File: config.mk
export PLATFORM = sky130hd
export DESIGN_NAME = modul_suma_delta_flat
export DESIGN_NICKNAME = d
export VERILOG_FILES = /design/src/rtl/modul_suma_delta_pkg.sv /design/src/rtl/modul_suma_delta_if.sv /design/src/rtl/modul_buffer_2.sv /design/src/rtl/modul_suma_delta.sv /design/src/flat_wrapper.sv
export SDC_FILE = /design/constraint.sdc
export NUM_CORES = 1
export LEC_CHECK = 0
export CORE_UTILIZATION = 40
export CTS_CLUSTER_SIZE = 8
export DETAILED_ROUTE_END_ITERATION = 8
export PLACE_DENSITY = 0.71
export SYNTH_ARGS = -nofsm -noshare
export SYNTH_HDL_FRONTEND = slang
export SYNTH_SLANG_ARGS = --single-unit
File: constraint.sdc
create_clock -name clk -period 5.3 [get_ports clk]
set_input_delay 0.795 -clock clk [delete_from_list [all_inputs] [get_ports clk]]
set_output_delay 0.795 -clock clk [all_outputs]
set_load 0.01 [all_outputs]
File: src/rtl/modul_suma_delta_pkg.sv
// Shared types and helpers for the delta decoder.
//   buf_state_t : occupancy of the 2-entry output buffer
//   entry_t     : one buffered output sample {sum, idx, ovf} at default widths
//   smax/smin   : two's-complement extremes of a given width (low w bits valid)
package modul_suma_delta_pkg;

  typedef enum logic [1:0] {
    BUF_EMPTY,
    BUF_ONE,
    BUF_TWO
  } buf_state_t;

  localparam int unsigned DEF_WIDTH     = 8;
  localparam int unsigned DEF_CNT_WIDTH = 16;

  typedef struct packed {
    logic [DEF_WIDTH-1:0]     sum;
    logic [DEF_CNT_WIDTH-1:0] idx;
    logic                     ovf;
  } entry_t;

  function automatic logic [63:0] smax(input int unsigned w);
    smax = (64'd1 << (w - 1)) - 64'd1;
  endfunction

  function automatic logic [63:0] smin(input int unsigned w);
    smin = 64'd1 << (w - 1);
  endfunction

endpackage

File: src/rtl/modul_suma_delta_if.sv
// Handshake bundle for the delta decoder.
//   in_valid/in_ready/in_delta/in_first : delta stream into the decoder
//   out_valid/out_ready/out_sum/out_idx/out_ovf : reconstructed samples out
// slave  : decoder view
// master : source/sink (environment) view
interface modul_suma_delta_if #(
  parameter int unsigned WIDTH     = 8,
  parameter int unsigned CNT_WIDTH = 16
);
  logic                 in_valid;
  logic                 in_ready;
  logic [WIDTH-1:0]     in_delta;
  logic                 in_first;
  logic                 out_valid;
  logic                 out_ready;
  logic [WIDTH-1:0]     out_sum;
  logic [CNT_WIDTH-1:0] out_idx;
  logic                 out_ovf;

  modport slave (
    input  in_valid, in_delta, in_first, out_ready,
    output in_ready, out_valid, out_sum, out_idx, out_ovf
  );

  modport master (
    output in_valid, in_delta, in_first, out_ready,
    input  in_ready, out_valid, out_sum, out_idx, out_ovf
  );
endinterface

File: src/rtl/modul_buffer_2.sv
// Generic 2-entry valid/ready buffer with a registered upstream ready.
//   clk, rst           : clock, synchronous active-high reset
//   i_valid/o_ready    : upstream handshake (o_ready registered)
//   i_data             : upstream data
//   o_valid/i_ready    : downstream handshake
//   o_data             : head entry, held stable while stalled
module modul_buffer_2
  import modul_suma_delta_pkg::*;
#(
  parameter int unsigned DW = 8
) (
  input  logic          clk,
  input  logic          rst,
  input  logic          i_valid,
  output logic          o_ready,
  input  logic [DW-1:0] i_data,
  output logic          o_valid,
  input  logic          i_ready,
  output logic [DW-1:0] o_data
);

  buf_state_t    r_state;
  buf_state_t    w_state_nxt;
  logic          r_ready;
  logic [DW-1:0] r_head;
  logic [DW-1:0] r_tail;
  logic          w_push;
  logic          w_pop;

  assign w_push  = i_valid && r_ready;
  assign w_pop   = (r_state != BUF_EMPTY) && i_ready;
  assign o_valid = (r_state != BUF_EMPTY);
  assign o_ready = r_ready;
  assign o_data  = r_head;

  always_comb begin
    w_state_nxt = r_state;
    case (r_state)
      BUF_EMPTY: if (w_push) w_state_nxt = BUF_ONE;
      BUF_ONE: begin
        if (w_push && !w_pop)      w_state_nxt = BUF_TWO;
        else if (w_pop && !w_push) w_state_nxt = BUF_EMPTY;
      end
      BUF_TWO:   if (w_pop) w_state_nxt = BUF_ONE;
      default:   w_state_nxt = BUF_EMPTY;
    endcase
  end

  always_ff @(posedge clk) begin
    if (rst) begin
      r_state <= BUF_EMPTY;
      r_ready <= 1'b1;
      r_head  <= '0;
      r_tail  <= '0;
    end else begin
      r_state <= w_state_nxt;
      // Ready follows the next state so it is low exactly while full.
      r_ready <= (w_state_nxt != BUF_TWO);
      case (r_state)
        BUF_EMPTY: if (w_push) r_head <= i_data;
        BUF_ONE: begin
          if (w_push && w_pop) r_head <= i_data;
          else if (w_push)     r_tail <= i_data;
        end
        BUF_TWO:   if (w_pop) r_head <= r_tail;
        default: ;
      endcase
    end
  end

endmodule

File: src/rtl/modul_suma_delta.sv
// Delta decoder: reconstructs absolute samples as running sum of deltas.
//   clk, rst : clock, synchronous active-high reset
//   bus      : modul_suma_delta_if.slave
//              in_*  delta stream (in_first seeds the accumulator, idx 0)
//              out_* {sum, idx, ovf} through a 2-entry buffer
// Optional macro MODUL_SUMA_DELTA_SAT_EN: non-first additions saturate to the
// signed range instead of wrapping; out_ovf flags the overflow either way.
module modul_suma_delta
  import modul_suma_delta_pkg::*;
#(
  parameter int unsigned WIDTH     = 8,
  parameter int unsigned CNT_WIDTH = 16
) (
  input logic               clk,
  input logic               rst,
  modul_suma_delta_if.slave bus
);

  localparam int unsigned  DW    = WIDTH + CNT_WIDTH + 1;
  localparam logic [WIDTH-1:0] L_MAX = WIDTH'(smax(WIDTH));
  localparam logic [WIDTH-1:0] L_MIN = WIDTH'(smin(WIDTH));

  logic [WIDTH-1:0]     r_acc;
  logic [CNT_WIDTH-1:0] r_idx;
  logic [WIDTH-1:0]     w_sum_raw;
  logic                 w_ovf_raw;
  logic [WIDTH-1:0]     w_acc_nxt;
  logic [CNT_WIDTH-1:0] w_idx_nxt;
  logic                 w_ovf;
  logic                 w_in_ready;
  logic                 w_accept;
  logic                 w_out_valid;
  logic [DW-1:0]        w_head;

  assign w_accept  = bus.in_valid && w_in_ready;
  assign w_sum_raw = r_acc + bus.in_delta;
  assign w_ovf_raw = (r_acc[WIDTH-1] == bus.in_delta[WIDTH-1]) &&
                     (w_sum_raw[WIDTH-1] != r_acc[WIDTH-1]);

  always_comb begin
    w_acc_nxt = w_sum_raw;
    w_idx_nxt = r_idx + CNT_WIDTH'(1);
    w_ovf     = w_ovf_raw;
`ifdef MODUL_SUMA_DELTA_SAT_EN
    // Overflow direction follows the operands' common sign.
    if (w_ovf_raw) w_acc_nxt = r_acc[WIDTH-1] ? L_MIN : L_MAX;
`endif
    if (bus.in_first) begin
      w_acc_nxt = bus.in_delta;
      w_idx_nxt = '0;
      w_ovf     = 1'b0;
    end
  end

  always_ff @(posedge clk) begin
    if (rst) begin
      r_acc <= '0;
      r_idx <= '0;
    end else if (w_accept) begin
      r_acc <= w_acc_nxt;
      r_idx <= w_idx_nxt;
    end
  end

  modul_buffer_2 #(.DW(DW)) u_buf (
    .clk     (clk),
    .rst     (rst),
    .i_valid (bus.in_valid),
    .o_ready (w_in_ready),
    .i_data  ({w_acc_nxt, w_idx_nxt, w_ovf}),
    .o_valid (w_out_valid),
    .i_ready (bus.out_ready),
    .o_data  (w_head)
  );

  assign bus.in_ready  = w_in_ready;
  assign bus.out_valid = w_out_valid;
  assign bus.out_sum   = w_head[DW-1 -: WIDTH];
  assign bus.out_idx   = w_head[CNT_WIDTH:1];
  assign bus.out_ovf   = w_head[0];

endmodule

File: src/flat_wrapper.sv
// flat-port wrapper written by rule: the top's interface ports become plain ports
module modul_suma_delta_flat import modul_suma_delta_pkg::*;
#(
  parameter int unsigned WIDTH     = 8,
  parameter int unsigned CNT_WIDTH = 16
)
  (clk, rst, bus_in_valid, bus_in_delta, bus_in_first, bus_out_ready, bus_in_ready, bus_out_valid, bus_out_sum, bus_out_idx, bus_out_ovf);
  modul_suma_delta_if #(.WIDTH(WIDTH), .CNT_WIDTH(CNT_WIDTH)) bus_i ();
  input logic clk;
  input logic rst;
  input wire logic [$bits(bus_i.in_valid)-1:0] bus_in_valid;
  input wire logic [$bits(bus_i.in_delta)-1:0] bus_in_delta;
  input wire logic [$bits(bus_i.in_first)-1:0] bus_in_first;
  input wire logic [$bits(bus_i.out_ready)-1:0] bus_out_ready;
  output wire logic [$bits(bus_i.in_ready)-1:0] bus_in_ready;
  output wire logic [$bits(bus_i.out_valid)-1:0] bus_out_valid;
  output wire logic [$bits(bus_i.out_sum)-1:0] bus_out_sum;
  output wire logic [$bits(bus_i.out_idx)-1:0] bus_out_idx;
  output wire logic [$bits(bus_i.out_ovf)-1:0] bus_out_ovf;
  assign bus_i.in_valid = bus_in_valid;
  assign bus_i.in_delta = bus_in_delta;
  assign bus_i.in_first = bus_in_first;
  assign bus_i.out_ready = bus_out_ready;
  assign bus_in_ready = bus_i.in_ready;
  assign bus_out_valid = bus_i.out_valid;
  assign bus_out_sum = bus_i.out_sum;
  assign bus_out_idx = bus_i.out_idx;
  assign bus_out_ovf = bus_i.out_ovf;
  modul_suma_delta #(.WIDTH(WIDTH), .CNT_WIDTH(CNT_WIDTH)) u_core (.clk(clk), .rst(rst), .bus(bus_i));
endmodule
==> flow_metrics.env <==
export IMPL_status="completed"
export IMPL_clk_insertion_delay_late_ns=0.34
export IMPL_rows=35
export IMPL_period_share_pct=55.05
export IMPL_cts_resized=0
export IMPL_antenna_found_initial=0
export IMPL_stdcell_area_um2=4409
export IMPL_cellLeakagePower_nw=1.533
export IMPL_drive_gt1_share_pct=7.327
export IMPL_cts_max_path_buffers=2
export IMPL_cap_violations=0
export IMPL_crit_type="in -> reg"
export IMPL_syn_avg_cell_area_um2=7.873
export IMPL_syn_inst=479
export IMPL_ant_nets=0
export IMPL_p_total_mw=1.303
export IMPL_tritoncts="built"
export IMPL_synth_top_area_share_pct=40.88
export IMPL_grt_overflow_total=0
export IMPL_grt_max_degree=52
export IMPL_diodes=0
export IMPL_vias=3344
export IMPL_die_area_um2=9820
export IMPL_rsz0062_at_grt="no"
export IMPL_worstHoldStart="u_core.u_buf.o_data[18]$_SDFFE_PP0P_"
export IMPL_synth_fp_nets=501
export IMPL_cp_arrival_ns=3.19
export IMPL_grt_pass1_vias=2924
export IMPL_place_inst=601
export IMPL_hp_class="reg -> reg"
export IMPL_die_x_um=99.10
export IMPL_grt_usage_pct=18.16
export IMPL_place_congestion=0.8486
export IMPL_ys_async_sr_fraction_pct=0
export IMPL_post_route_min_period_ns=2.918
export IMPL_io_buffers=39
export IMPL_start_util_pct=41.01
export IMPL_skew_ns=0.009299
export IMPL_cp_max_fo=24
export IMPL_finalNonFillerCells=616
export IMPL_synth_seq_area_share_pct=40.88
export IMPL_cts_max_level=3
export IMPL_p_per_area_nw_per_um2=295.6
export IMPL_worstSetupStartpoint="bus_in_valid"
export IMPL_fillCellCount=890
export IMPL_grt_pass1_wl_um=14270
export IMPL_tns_ns=0
export IMPL_die_y_um=99.10
export IMPL_cts_num_sinks=77
export IMPL_cts_buffers_inserted=9
export IMPL_cp_start_kind="input pin"
export IMPL_seqCellArea_um2=1541
export IMPL_maxSlewViolCount=0
export IMPL_cp_required_ns=5.57
export IMPL_wl_um=8684
export IMPL_drtIter0Drc=224
export IMPL_tightestPinTransition_ns=1.007
export IMPL_hold_violations=0
export IMPL_rr_startpoint="u_core.u_buf.o_ready$_SDFF_PP1_"
export IMPL_drc=0
export IMPL_ys_seq_elements=77
export IMPL_fmax_mhz=342.7
export IMPL_clk_transition_reported_paths_ns=0.09
export IMPL_syn_to_final_growth_pct=16.92
export IMPL_syn_cell_area_um2=3771
export IMPL_multiInputGateArea_um2=2069
export IMPL_final_common_cell="nand2_1"
export IMPL_setup_viol=0
export IMPL_cts_setup_buffers=0
export IMPL_core_um2=9196
export IMPL_dpl_cell_area_um2=4210
export IMPL_ys_flop_type="dfxtp_1"
export IMPL_synth_cell_types=52
export IMPL_vdd_ir_drop_worst_mv=0.1197
export IMPL_ios=40
export IMPL_final_core_util_pct=47.95
export IMPL_first_pass_iters=5
export IMPL_dp_hpwl_um=5863
export IMPL_via_per_inst=5.429
export IMPL_final_cell_mix="79 x nand2_1, 77 x dfxtp_1, 71 x nor2_1, 47 x a21oi_1, 38 x clkdlybuf4s50_1"
export IMPL_ys_top_cells_by_area="dfxtp_1 41%, nand2_1 7.9%, nor2_1 7.1%, a21oi_1 6.2%, a211oi_1 4.0%"
export IMPL_worstSetupEndpointType="flip-flop"
export IMPL_clockRootBuffer="clkbuf_8"
export IMPL_yosys_warnings=0
export IMPL_nNetsFinal=523
export IMPL_synth_edff_count=0
export IMPL_relSlewSlack_pct=32.84
export IMPL_wl_per_cell_um=14.10
export IMPL_hold_buffers=0
export IMPL_yosysTopAreaCell="dfxtp_1"
-- worst max-delay path, cell delays in order --
cell and delay (ns):
clkdlybuf4s50_1 0.44, nand2_1 0.09, buf_4 0.28, nor2_1 0.14, a21oi_1 0.78, buf_4 0.34, a21oi_1 0.07, o31a_1 0.11
nor3_1 0.15
-- flip-flops by register name, summed over array words and instances, names as in the netlist --
register	count
u_core.r_idx	16
u_core.u_buf.r_state	2
u_core.u_buf.o_data	25
u_core.u_buf.r_tail	25
u_core.u_buf.o_ready	1
u_core.r_acc	8
-- synthesized netlist by cell type, types with 2 or more instances --
cell type	n
nand3b_1	9
ha_1	8
inv_1	8
nand2_1	79
nand4_1	2
a21oi_1	47
a221oi_1	4
dfxtp_1	77
buf_2	4
nor3_1	15
clkbuf_1	27
a21o_1	2
nand3_1	7
nand2b_1	6
a22oi_1	5
a311oi_1	4
o311ai_0	2
o211ai_1	4
o21ai_0	11
nor2_1	71
a211oi_1	20
buf_1	3
xor2_1	7
o31ai_1	2
xnor2_1	10
or3_1	3
and3_1	3
mux2i_1	5
nor2b_1	6
o41ai_1	3
or2_2	2
nor3_2	3
-- routing by layer --
layer | track usage [%] | vias up | wire length (µm)
li1 | - | 1711 | -
met1 | 24.90 | 1517 | 4126
met2 | 29.42 | 105 | 3946
met3 | 2.389 | 11 | 498
met4 | 6.561 | 0 | 112
met5 | 0 | - | 0
-- cell type report --
type	instances	area share, %
Inverter	8	0.6810
Multi-Input combinational cell	360	46.94
Timing Repair Buffer	45	9.762
Clock buffer	10	3.121
Tap cell	111	3.150
Sequential cell	77	34.96
Clock inverter	5	1.390
-- per-stage QoR --
step	worst slack [ns]	hold slack, ns
2_1_floorplan	2.835	0.4366
3_3_place_gp	2.125	0.4411
3_5_place_dp	2.066	0.4457
4_1_cts	2.422	0.4576
5_1_grt	2.179	0.4834
6_report	2.382	0.4518
-- cell families after synthesis --
family / count (synthesis) / synth area share, %
and+or+nand+nor: 211 / 25.32
AOI/OAI and AO/OA: 117 / 20.64
DFF: 77 / 40.88
buffers and inverters: 42 / 4.313
xor gates and xnor gates: 17 / 3.948
adders and majority gates: 9 / 3.185
muxes: 6 / 1.725
-- path summary, 6_finish.rpt --
path | slack [ns] | endpoint | depth (start not counted)
worst min-delay path | 0.45 | u_core.u_buf.o_data[18]$_SDFFE_PP0P_ | 2
worst max-delay path | 2.38 | u_core.u_buf.o_data[14]$_SDFFE_PP0P_ | 9
worst max register to register | 2.96 | u_core.u_buf.o_data[14]$_SDFFE_PP0P_ | 8
worst min register to register | 0.45 | u_core.u_buf.o_data[18]$_SDFFE_PP0P_ | 2
-- where the power goes --
part           leakage (nW)  internal [mW]  switching [mW]
Sequential            0.628          0.607          0.0177
Combinational         0.814          0.102           0.131
Clock                0.0906          0.228           0.217
Total                  1.53          0.938           0.365
Note: power is estimated with default switching activity, not from simulation.
